**config.mk**
```make
export PLATFORM = sky130hd
export DESIGN_NAME = pc_sequencer
export DESIGN_NICKNAME = d
export VERILOG_FILES = /design/src/rtl/pc_sequencer.sv
export SDC_FILE = /design/constraint.sdc
export NUM_CORES = 1
export LEC_CHECK = 0
export CAP_MARGIN = 5
export CORE_MARGIN = 2
export CORE_UTILIZATION = 43
export CTS_CLUSTER_SIZE = 28
export DETAILED_ROUTE_END_ITERATION = 12
export PLACE_DENSITY = 0.82
export REMOVE_ABC_BUFFERS = 1
export SLEW_MARGIN = 20
export SYNTH_ARGS = -nofsm -noshare
export SYNTH_HDL_FRONTEND = slang
export SYNTH_SLANG_ARGS = --single-unit
```
**constraint.sdc**
```tcl
create_clock -name clk -period 2.4 [get_ports clk]
set_clock_uncertainty 0.05 [all_clocks]
set_input_delay 0.36 -clock clk [delete_from_list [all_inputs] [get_ports clk]]
set_output_delay 0.36 -clock clk [all_outputs]
set_load 0.02 [all_outputs]
```
**src/rtl/pc_sequencer.sv**
```systemverilog
// pc_sequencer: fetch PC (clk, rst, stall, redirect, redirect_pc, halt, resume -> PC, npc, pc_valid, misalign, state) with boot cycle, redirect > halt > stall > increment
module pc_sequencer #(
  parameter int W = 32,
  parameter int STEP = 4,
  parameter logic [W-1:0] RESET_VEC = '0
) (
  input  logic         clk,
  input  logic         rst,
  input  logic         stall,
  input  logic         redirect,
  input  logic [W-1:0] redirect_pc,
  input  logic         halt,
  input  logic         resume,
  output logic [W-1:0] PC,
  output logic [W-1:0] npc,
  output logic         pc_valid,
  output logic         misalign,
  output logic [1:0]   state
);
  typedef enum logic [1:0] {BOOT = 2'd0, RUN = 2'd1, HALT = 2'd2} state_t;
  localparam logic [W-1:0] MASK = W'(STEP - 1);
  state_t st, st_n;
  logic [W-1:0] pc_n;
  logic mis_n, run, act;
  always_comb begin
    run = st == RUN;
    act = redirect && (run || st == HALT);
    pc_n = act ? redirect_pc & ~MASK : (run && !halt && !stall) ? PC + W'(STEP) : PC;
    st_n = run ? (halt ? HALT : RUN) : st == HALT ? (resume ? RUN : HALT) : RUN;
    mis_n = misalign | (act && |(redirect_pc & MASK));
  end
  always_ff @(posedge clk) begin
    if (rst) begin
      PC <= RESET_VEC;
      st <= BOOT;
      pc_valid <= 1'b0;
      misalign <= 1'b0;
    end else begin
      PC <= pc_n;
      st <= st_n;
      pc_valid <= st_n == RUN;
      misalign <= mis_n;
    end
  end
  assign npc = PC + W'(STEP);
  assign state = st;
endmodule

```
== Word-level counts from Yosys, hierarchy flattened ==
Cells that the tools add are included.

* Flip-flop bits (word level): 36
* Bits in latches: 0
* Memory bits (writable): 0
* Memory bits (read-only): 0
* Output and inout port bits: 68
* Memories: 0

* Add/subtract/negate cells: 1
* Multipliers: 0
* Divide/modulo/power cells: 0
* Magnitude comparators: 0
* Eq/ne operators: 3
* Shift operators: 0
* Multiplexer cells: 6
* Bitwise operators: 1
* Reduce and logical (&&, ||, !) cells: 10

{| class="wikitable"
|+ Operators with widths
! cell !! count
|-
| $mux W32 || 2
|-
| $add A32 B3 Y32 const B || 1
|-
| $mux W2 || 4
|-
| $eq A2 B1 Y1 const B || 2
|-
| $logic_and A1 B1 Y1 || 4
|-
| $reduce_or A2 Y1 || 2
|-
| $eq A2 B2 Y1 const B || 1
|-
| $logic_not A1 Y1 || 2
|-
| $reduce_bool A2 Y1 || 1
|-
| $logic_or A1 B1 Y1 || 1
|-
| $or A1 B1 Y1 || 1
|}

== Longest topological paths before layout ==
Gate-level depths: netlist of the first run.

* Word-level depth: 5
* Gate-level depth with buffers: 8
* Depth with buffers taken out: 6

== Worst setup path before layout of the first run ==
No wires, ideal clock.

* Path type: reg-to-output
* From: register PC[17]
* To: output npc[31]
* Arrival time: 2.178 ns
* Path slack: -0.188 ns
* Cell stages (with the launch flop): 6
* Buffers on the path: 1
* Cell sequence: dfxtp_1 -> clkbuf_1 -> nand4_1 -> nor4_1 -> and3_1 -> xor2_1

* Word-level cells in the longest chain between the ends: 1

{| class="wikitable"
|+ Ends and longest elaborated chain
! item !! RTL line !! text
|-
| start: declaration || 14 || <nowiki>output logic [W-1:0] PC,</nowiki>
|-
| start signal: assignment || 39 || <nowiki>PC <= pc_n;</nowiki>
|-
| $add A32 B3 Y32 || 45 || <nowiki>assign npc = PC + W'(STEP);</nowiki>
|-
| end: declaration || 15 || <nowiki>output logic [W-1:0] npc,</nowiki>
|}

Every way passes these cells.

== Worst setup path in the final report of the first run ==
* From: register PC[15]
* To: output npc[27]

The elaborated chain is that of the path after synthesis.

==> metrics.md, run 1 <==
| Metric | Value |
|---|---|
| Fin. Hold Viols | `0` |
| Worst setup SP type | `flip-flop` |
| Routed vias/inst | `5.80` |
| Worst Path Arrival | `2.02 ns` |
| Failing checks | `setup timing` |
| Largest net degree at the start of global routing | `25` |
| Register area share after synthesis | `0.280` |
| Fin Setup TNS | `-0.0641 ns` |
| Die H | `79.2 µm` |
| Worst path cell trace | `nand4_1, or4_4, nor4_4, xor2_1, buf_4` |
| Die area | `0.00628 mm²` |
| Final worst path period need | `2.43 ns` |
| Min-Delay Path Class | `flip-flop to flip-flop` |
| Share of cells above drive strength 1 | `0.315` |
| Slew headroom | `0.628` |
| Total CTS buffers | `5` |
| Yosys reg bits | `34` |
| Gr usage total | `0.295` |
| PnR worst setup slack | `-0.0280 ns` |
| Ant diodes | `0` |
| Vias in the first global route | `3125` |
| Area grow syn2layout | `77.3%` |
| Initial antenna violation count | `0` |
| CTS tree | `built` |
| Max FO, Critical Path | `3` |
| Commonest non-fill, non-tap cell in the layout | `buf_4` |
| Final Cycle Share | `1.01` |
| Clock tree sinks | `34` |
| Worst Tran Pin Value | `0.556 ns` |
| Via Count | `3288` |
| Total gr overflow | `0` |
| Hold wc startpoint | `misalign$_SDFF_PP0_` |
| Placed Cells | `544` |
| Worst Setup SP | `PC[15]$_SDFFE_PP0P_` |
| Final hold slack | `0.409 ns` |
| Number of cell rows | `27` |
| Initial drt markers | `277` |
| Routed wire per std cell | `17.1 µm` |
| Longest Clk Path Bufs | `2` |
| Final cell count without fillers | `567` |
| Final setup violation count | `5` |
| Fmax achieved | `0.412 GHz` |
| Leak pwr | `1.81 nW` |
| Synthesized instance count | `328` |
| Crit Path Class | `flip-flop to output pin` |
| Routed Antenna Nets | `0` |
| Placed Area | `0.00396 mm²` |
| Reg clk slew, reported paths | `0.07 ns` |
| Root Buffer | `clkbuf_8` |
| Max incr delay on CP | `0.62 ns` |
| PD cells | `418 mW/mm²` |
| Syn Area/Cell | `7.42 µm²` |
| CP Data Required Time | `1.99 ns` |
| Crit end category | `output pin` |
| Clock latency at the later pin of the worst-skew pair | `0.30 ns` |
| Detailed Route WL | `9670 µm` |
| Synth cell types | `39` |
| Port bufs | `101` |
| Post-Syn Area | `0.00243 mm²` |
| 1st-pass router iterations | `4` |
| Max IR drop VDD | `0.000401 V` |
| Design Area, Final | `0.00432 mm²` |
| GP Congestion | `0.941` |
| Final design utilization | `0.789` |
| Status | `finished, violations left` |
| YS warnings | `0` |
| Core Region | `0.00547 mm²` |
| Slowest-stage cell, CP | `or4_4` |
| H-Tree Depth | `2` |
| Worst hold path depth | `2` |
| First-pass GRT wire length | `14800 µm` |
| Detailed Place HPWL | `6810 µm` |
| Die Wd | `79.2 µm` |
| DRC viols | `0` |
| Boundary pin count | `106` |
| Most frequent cells in the layout | `buf_4, clkdlybuf4s50_1, nor2_1, nand2_1, dfxtp_1` |
| MaxCap Viol Count | `0` |
| Starting Density | `0.445` |
| Slew Limit Fails | `0` |
| R2R depth | `5` |
| Unrepaired setup endpoints after global routing | `yes` |
| Final nets | `537` |
| # fillers | `394` |
| R2r startpoint | `state[0]$_SDFF_PP0_` |
-- state kept, by name, indices dropped and copies added (netlist names) --
signal and count:
PC 30, misalign 1, pc_valid 1, state 2
-- report_power, final --
group	switching, mW	internal [mW]
clock	0.215	0.221
sequential	0.0515	0.616
combinational	0.350	0.349
total	0.617	1.19
-- Yosys cell counts, drive strengths merged --
library cell,instances,area share
nor2,40,0.062
dfxtp,34,0.28
nand2,30,0.046
clkbuf,25,0.039
xor2,20,0.072
nor4,18,0.046
xnor2,17,0.061
nor3,16,0.033
nand4,15,0.041
a311oi,13,0.047
a211oi,12,0.037
buf,11,0.026
or3,8,0.021
nand3,7,0.014
or4,7,0.022
inv,6,0.0093
o21ai,6,0.012
a21oi,5,0.010
o31ai,5,0.015
or2,5,0.013
and4,4,0.014
and3,3,0.0077
ha,3,0.015
nor2b,3,0.0077
nor3b,3,0.0093
a2111oi,2,0.0072
a211o,1,0.0036
conb,1,0.0015
nand2b,1,0.0026
nand3b,1,0.0031
nand4b,1,0.0036
o221ai,1,0.0036
o311ai,1,0.0036
o31a,1,0.0036
o41ai,1,0.0036
or3b,1,0.0036
-- cells by family after synthesis --
| kind of cell | Yosys count | share of synthesized area |
|---|---|---|
| AO/OA/AOI/OAI | 48 | 0.147 |
| XOR/XNOR | 37 | 0.133 |
| adder cells (fa/ha/maj) | 3 | 0.0154 |
| buffers and inverters | 42 | 0.0735 |
| flip-flops | 34 | 0.280 |
| other | 1 | 0.00154 |
| AND/OR/NAND/NOR | 163 | 0.350 |
-- critical path: cells and delay by family, from the launching register on --
kind	cells	cell delay, ns
AND/OR/NAND/NOR	3	1.01
flip-flops	1	0.36
XOR/XNOR	1	0.19
buffers and inverters	1	0.16
-- per-layer routing --
layer  up-vias  part of all wire  track usage  routed length (µm)
li1       1521                 -            -                   -
met1      1583              0.40        0.375                3900
met2       147              0.49        0.492                4720
met3        37             0.070       0.0466                 674
met4         0             0.038        0.128                 371
met5         -                 0            0                   0
-- path summary, 6_finish.rpt --
check,end,slack [ns]
worst max-delay path,npc[27],-0.03
worst max register to register,PC[24]$_SDFFE_PP0P_,0.07
worst min-delay path,misalign$_SDFF_PP0_,0.41
worst min register to register,misalign$_SDFF_PP0_,0.41
-- what timing repair did --
action	in CTS	in global routing
resized for setup	93	44
pin swaps	6	12
setup buffers	5	13
hold buffers	0	0
endpoints found under the setup margin	24	26
-- cell type report --
cell class | count | area [µm²] | area share
Multi-Input combinational cell | 255 | 1750 | 0.406
Timing Repair Buffer | 194 | 1670 | 0.386
Sequential cell | 34 | 703 | 0.163
Tap cell | 72 | 90.1 | 0.0209
Clock buffer | 6 | 82.6 | 0.0191
Inverter | 6 | 22.5 | 0.00522
-- per-stage QoR --
stage	setup WS, ns	power [mW]
2_1_floorplan	-0.172	0.961
3_3_place_gp	-0.316	1.34
3_5_place_dp	-0.422	1.36
4_1_cts	-0.0289	1.75
5_1_grt	-0.0970	1.87
6_report	-0.0280	1.80
(Power assumes the default switching activity.)
==> run 2: changes to the inputs <==
Settings changed: CAP_MARGIN 5 to 20, CORE_UTILIZATION 43 to 44, CTS_BUF_LIST set to sky130_fd_sc_hd__clkbuf_4, PLACE_DENSITY 0.82 to 0.83.
==> metrics.md, run 2 (synthesis gave the netlist of run 1 again) <==
| Metric | Value |
|---|---|
| Status | `finished, violations left` |
| Failing checks | `setup timing` |
| Fin. Hold Viols | `0 (unchanged)` |
| Crit end category | `output pin` |
| Die area | `0.00614 mm² (-2.2%)` |
| Die H | `78.4 µm (-1.1%)` |
| Root Buffer | `clkbuf_4` |
| Worst Path Arrival | `2.26 ns (+0.24 ns)` |
| Number of cell rows | `27 (unchanged)` |
| Detailed Place HPWL | `6420 µm (-5.8%)` |
| Vias in the first global route | `3163 (+1.2%)` |
| Final hold slack | `0.413 ns (+0.00341 ns)` |
| Starting Density | `0.447 (+0.00276)` |
| Reg clk slew, reported paths | `0.13 ns (+0.06 ns)` |
| Min-Delay Path Class | `flip-flop to flip-flop` |
| Slowest-stage cell, CP | `or4_4` |
| First-pass GRT wire length | `14900 µm (+0.66%)` |
| DRC viols | `0 (unchanged)` |
| Longest Clk Path Bufs | `2 (unchanged)` |
| Most frequent cells in the layout | `buf_4, clkdlybuf4s50_1, nor2_1, nand2_1, xor2_1` |
| Power share of the combinational group | `0.388 (about the same)` |
| Total power | `1.83 mW (+1.5%)` |
| Via Count | `3356 (+2.1%)` |
| Core Region | `0.00544 mm² (-0.62%)` |
| Max IR drop VDD | `0.000279 V (-30%)` |
| 1st-pass router iterations | `5 (+1)` |
| Share of cells above drive strength 1 | `0.348 (+0.0332)` |
| Biggest register | `PC` |
| Final worst path period need | `2.67 ns (+0.247 ns)` |
| Boundary pin count | `106 (unchanged)` |
| Worst path cell trace | `buf_6, nand4_1, buf_4, or4_4, nor3_2, xor2_1, buf_4` |
| Highest metal used | `met4` |
| CP delay by family, top | `simple AND/OR/NAND/NOR gates` |
| Slew headroom | `0.623 (-0.00522)` |
| Port bufs | `101 (unchanged)` |
| Commonest non-fill, non-tap cell in the layout | `buf_4` |
| Clock network fraction of design power | `0.243 (about the same)` |
| Final setup violation count | `11 (+6)` |
| Unrepaired setup endpoints after global routing | `yes` |
| Metal2 WL | `5060 µm (+7.1%)` |
| Ant diodes | `0 (unchanged)` |
| Total CTS buffers | `5 (unchanged)` |
| Initial drt markers | `277 (unchanged)` |
| CP Data Required Time | `1.99 ns (about the same)` |
| Design Area, Final | `0.00441 mm² (+2.2%)` |
| Die Wd | `78.4 µm (-1.1%)` |
| MaxCap Viol Count | `0 (unchanged)` |
| WP buf/inv | `3 (+2)` |
| CP most frequent cell | `buf_4` |
| Total gr overflow | `0 (unchanged)` |
| Max FFs per register | `30 (unchanged)` |
| CTS tree | `built` |
| Setup WS pre-CTS | `-0.315 ns (+0.107 ns)` |
| Worst setup SP type | `flip-flop` |
| Detailed Route WL | `10100 µm (+4.3%)` |
| Internal | `1.19 mW (+0.56%)` |
| Routed Antenna Nets | `0 (unchanged)` |
| Crit Path Class | `flip-flop to output pin` |
| Final Cycle Share | `1.11 (+0.103)` |
| Fmax achieved | `0.374 GHz (-9.2%)` |
| Clock latency at the later pin of the worst-skew pair | `0.36 ns (+0.06 ns)` |
| GP Congestion | `0.900 (-4.4%)` |
| Slew Limit Fails | `0 (unchanged)` |
| Largest net degree at the start of global routing | `36 (+44%)` |
| Leak pwr | `1.86 nW (+2.9%)` |
| Max FO, Critical Path | `3 (unchanged)` |
| Routed wire per std cell | `18.0 µm (+5.6%)` |
| Clock tree sinks | `34 (unchanged)` |
| Max incr delay on CP | `0.53 ns (-0.09 ns)` |
| Hold_buf cts | `0 (unchanged)` |
| Final nets | `528 (-1.7%)` |
| H-Tree Depth | `2 (unchanged)` |
| Placed Area | `0.00391 mm² (-1.5%)` |
| Gr usage total | `0.299 (+0.00464)` |
| Initial antenna violation count | `0 (unchanged)` |
| Psw | `0.638 mW (+3.4%)` |
| PD cells | `415 mW/mm² (-0.63%)` |
| Metal3 WL | `806 µm (+20%)` |
| Sw Share | `0.348 (+0.00630)` |
| Seq pwr share | `0.369 (about the same)` |
| Area grow syn2layout | `81.2%` |
| PnR worst setup slack | `-0.275 ns (-0.247 ns)` |
| Routed vias/inst | `5.99 (+3.3%)` |
| Worst Tran Pin Value | `0.561 ns (+0.00525 ns)` |
| Metal-1 WL | `3950 µm (+1.3%)` |
==> run 2: timing repair <==
| item | in CTS | in global routing |
|---|---|---|
| setup endpoints to repair | 27 | 29 |
| gates resized for setup | 123 | 63 |
| buffers inserted | 9 | 13 |
| pin swaps | 12 | 18 |
| hold endpoints to repair | 0 | 0 |
==> run 2: worst register-to-register path, stage by stage (launching register included) <==
cell      delay (ns)
dfxtp_1         0.34
inv_1           0.07
ha_1            0.20
or3b_4          0.44
buf_4           0.22
nor3_1          0.46
xnor2_1         0.17
a211oi_1        0.29
==> run 2: per-stage QoR <==
step	setup TNS [ns]	std cells	utilization
final	-1.36	560	0.811
after global routing	-2.25	560	0.811
after CTS	-0.395	550	0.764
after detailed placement	-3.90	533	0.718
after global placement	-3.09	533	0.718
after floorplan	-1.63	295	-
==> run 2: area by class of cell <==
type	instances	area, µm²
clock buffer	5	37.5
clock inverter	3	40.0
fill	321	1030
inverter	6	22.5
multi-input combinational	255	1830
sequential	34	711
tap	72	90.1
timing repair buffer	185	1680
==> run 2: path summary, 6_finish.rpt <==
check / start / end / slack, ns / cells past startpoint
worst max-delay path: PC[12]$_SDFFE_PP0P_ / npc[30] / -0.27 / 7
worst min-delay path: misalign$_SDFF_PP0_ / misalign$_SDFF_PP0_ / 0.41 / 2
worst max register to register: state[1]$_SDFF_PP0_ / PC[10]$_SDFFE_PP0P_ / 0.07 / 7
worst min register to register: misalign$_SDFF_PP0_ / misalign$_SDFF_PP0_ / 0.41 / 2
==> run 2: power by group through the flow <==
| stage | clock network, mW | registers [mW] | logic (mW) |
|---|---|---|---|
| after floorplan | 0 | 0.755 | 0.207 |
| final | 0.445 | 0.675 | 0.711 |
| after global routing | 0.461 | 0.679 | 0.751 |
| after CTS | 0.433 | 0.662 | 0.675 |
| after detailed placement | 0 | 0.669 | 0.679 |
| after global placement | 0 | 0.666 | 0.668 |
==> run 2: metal layers <==
layer  global-route usage  vias up
met5                    0        -
met4               0.0982        0
met1                0.365     1592
li1                     -     1509
met3               0.0506       38
met2                0.534      217
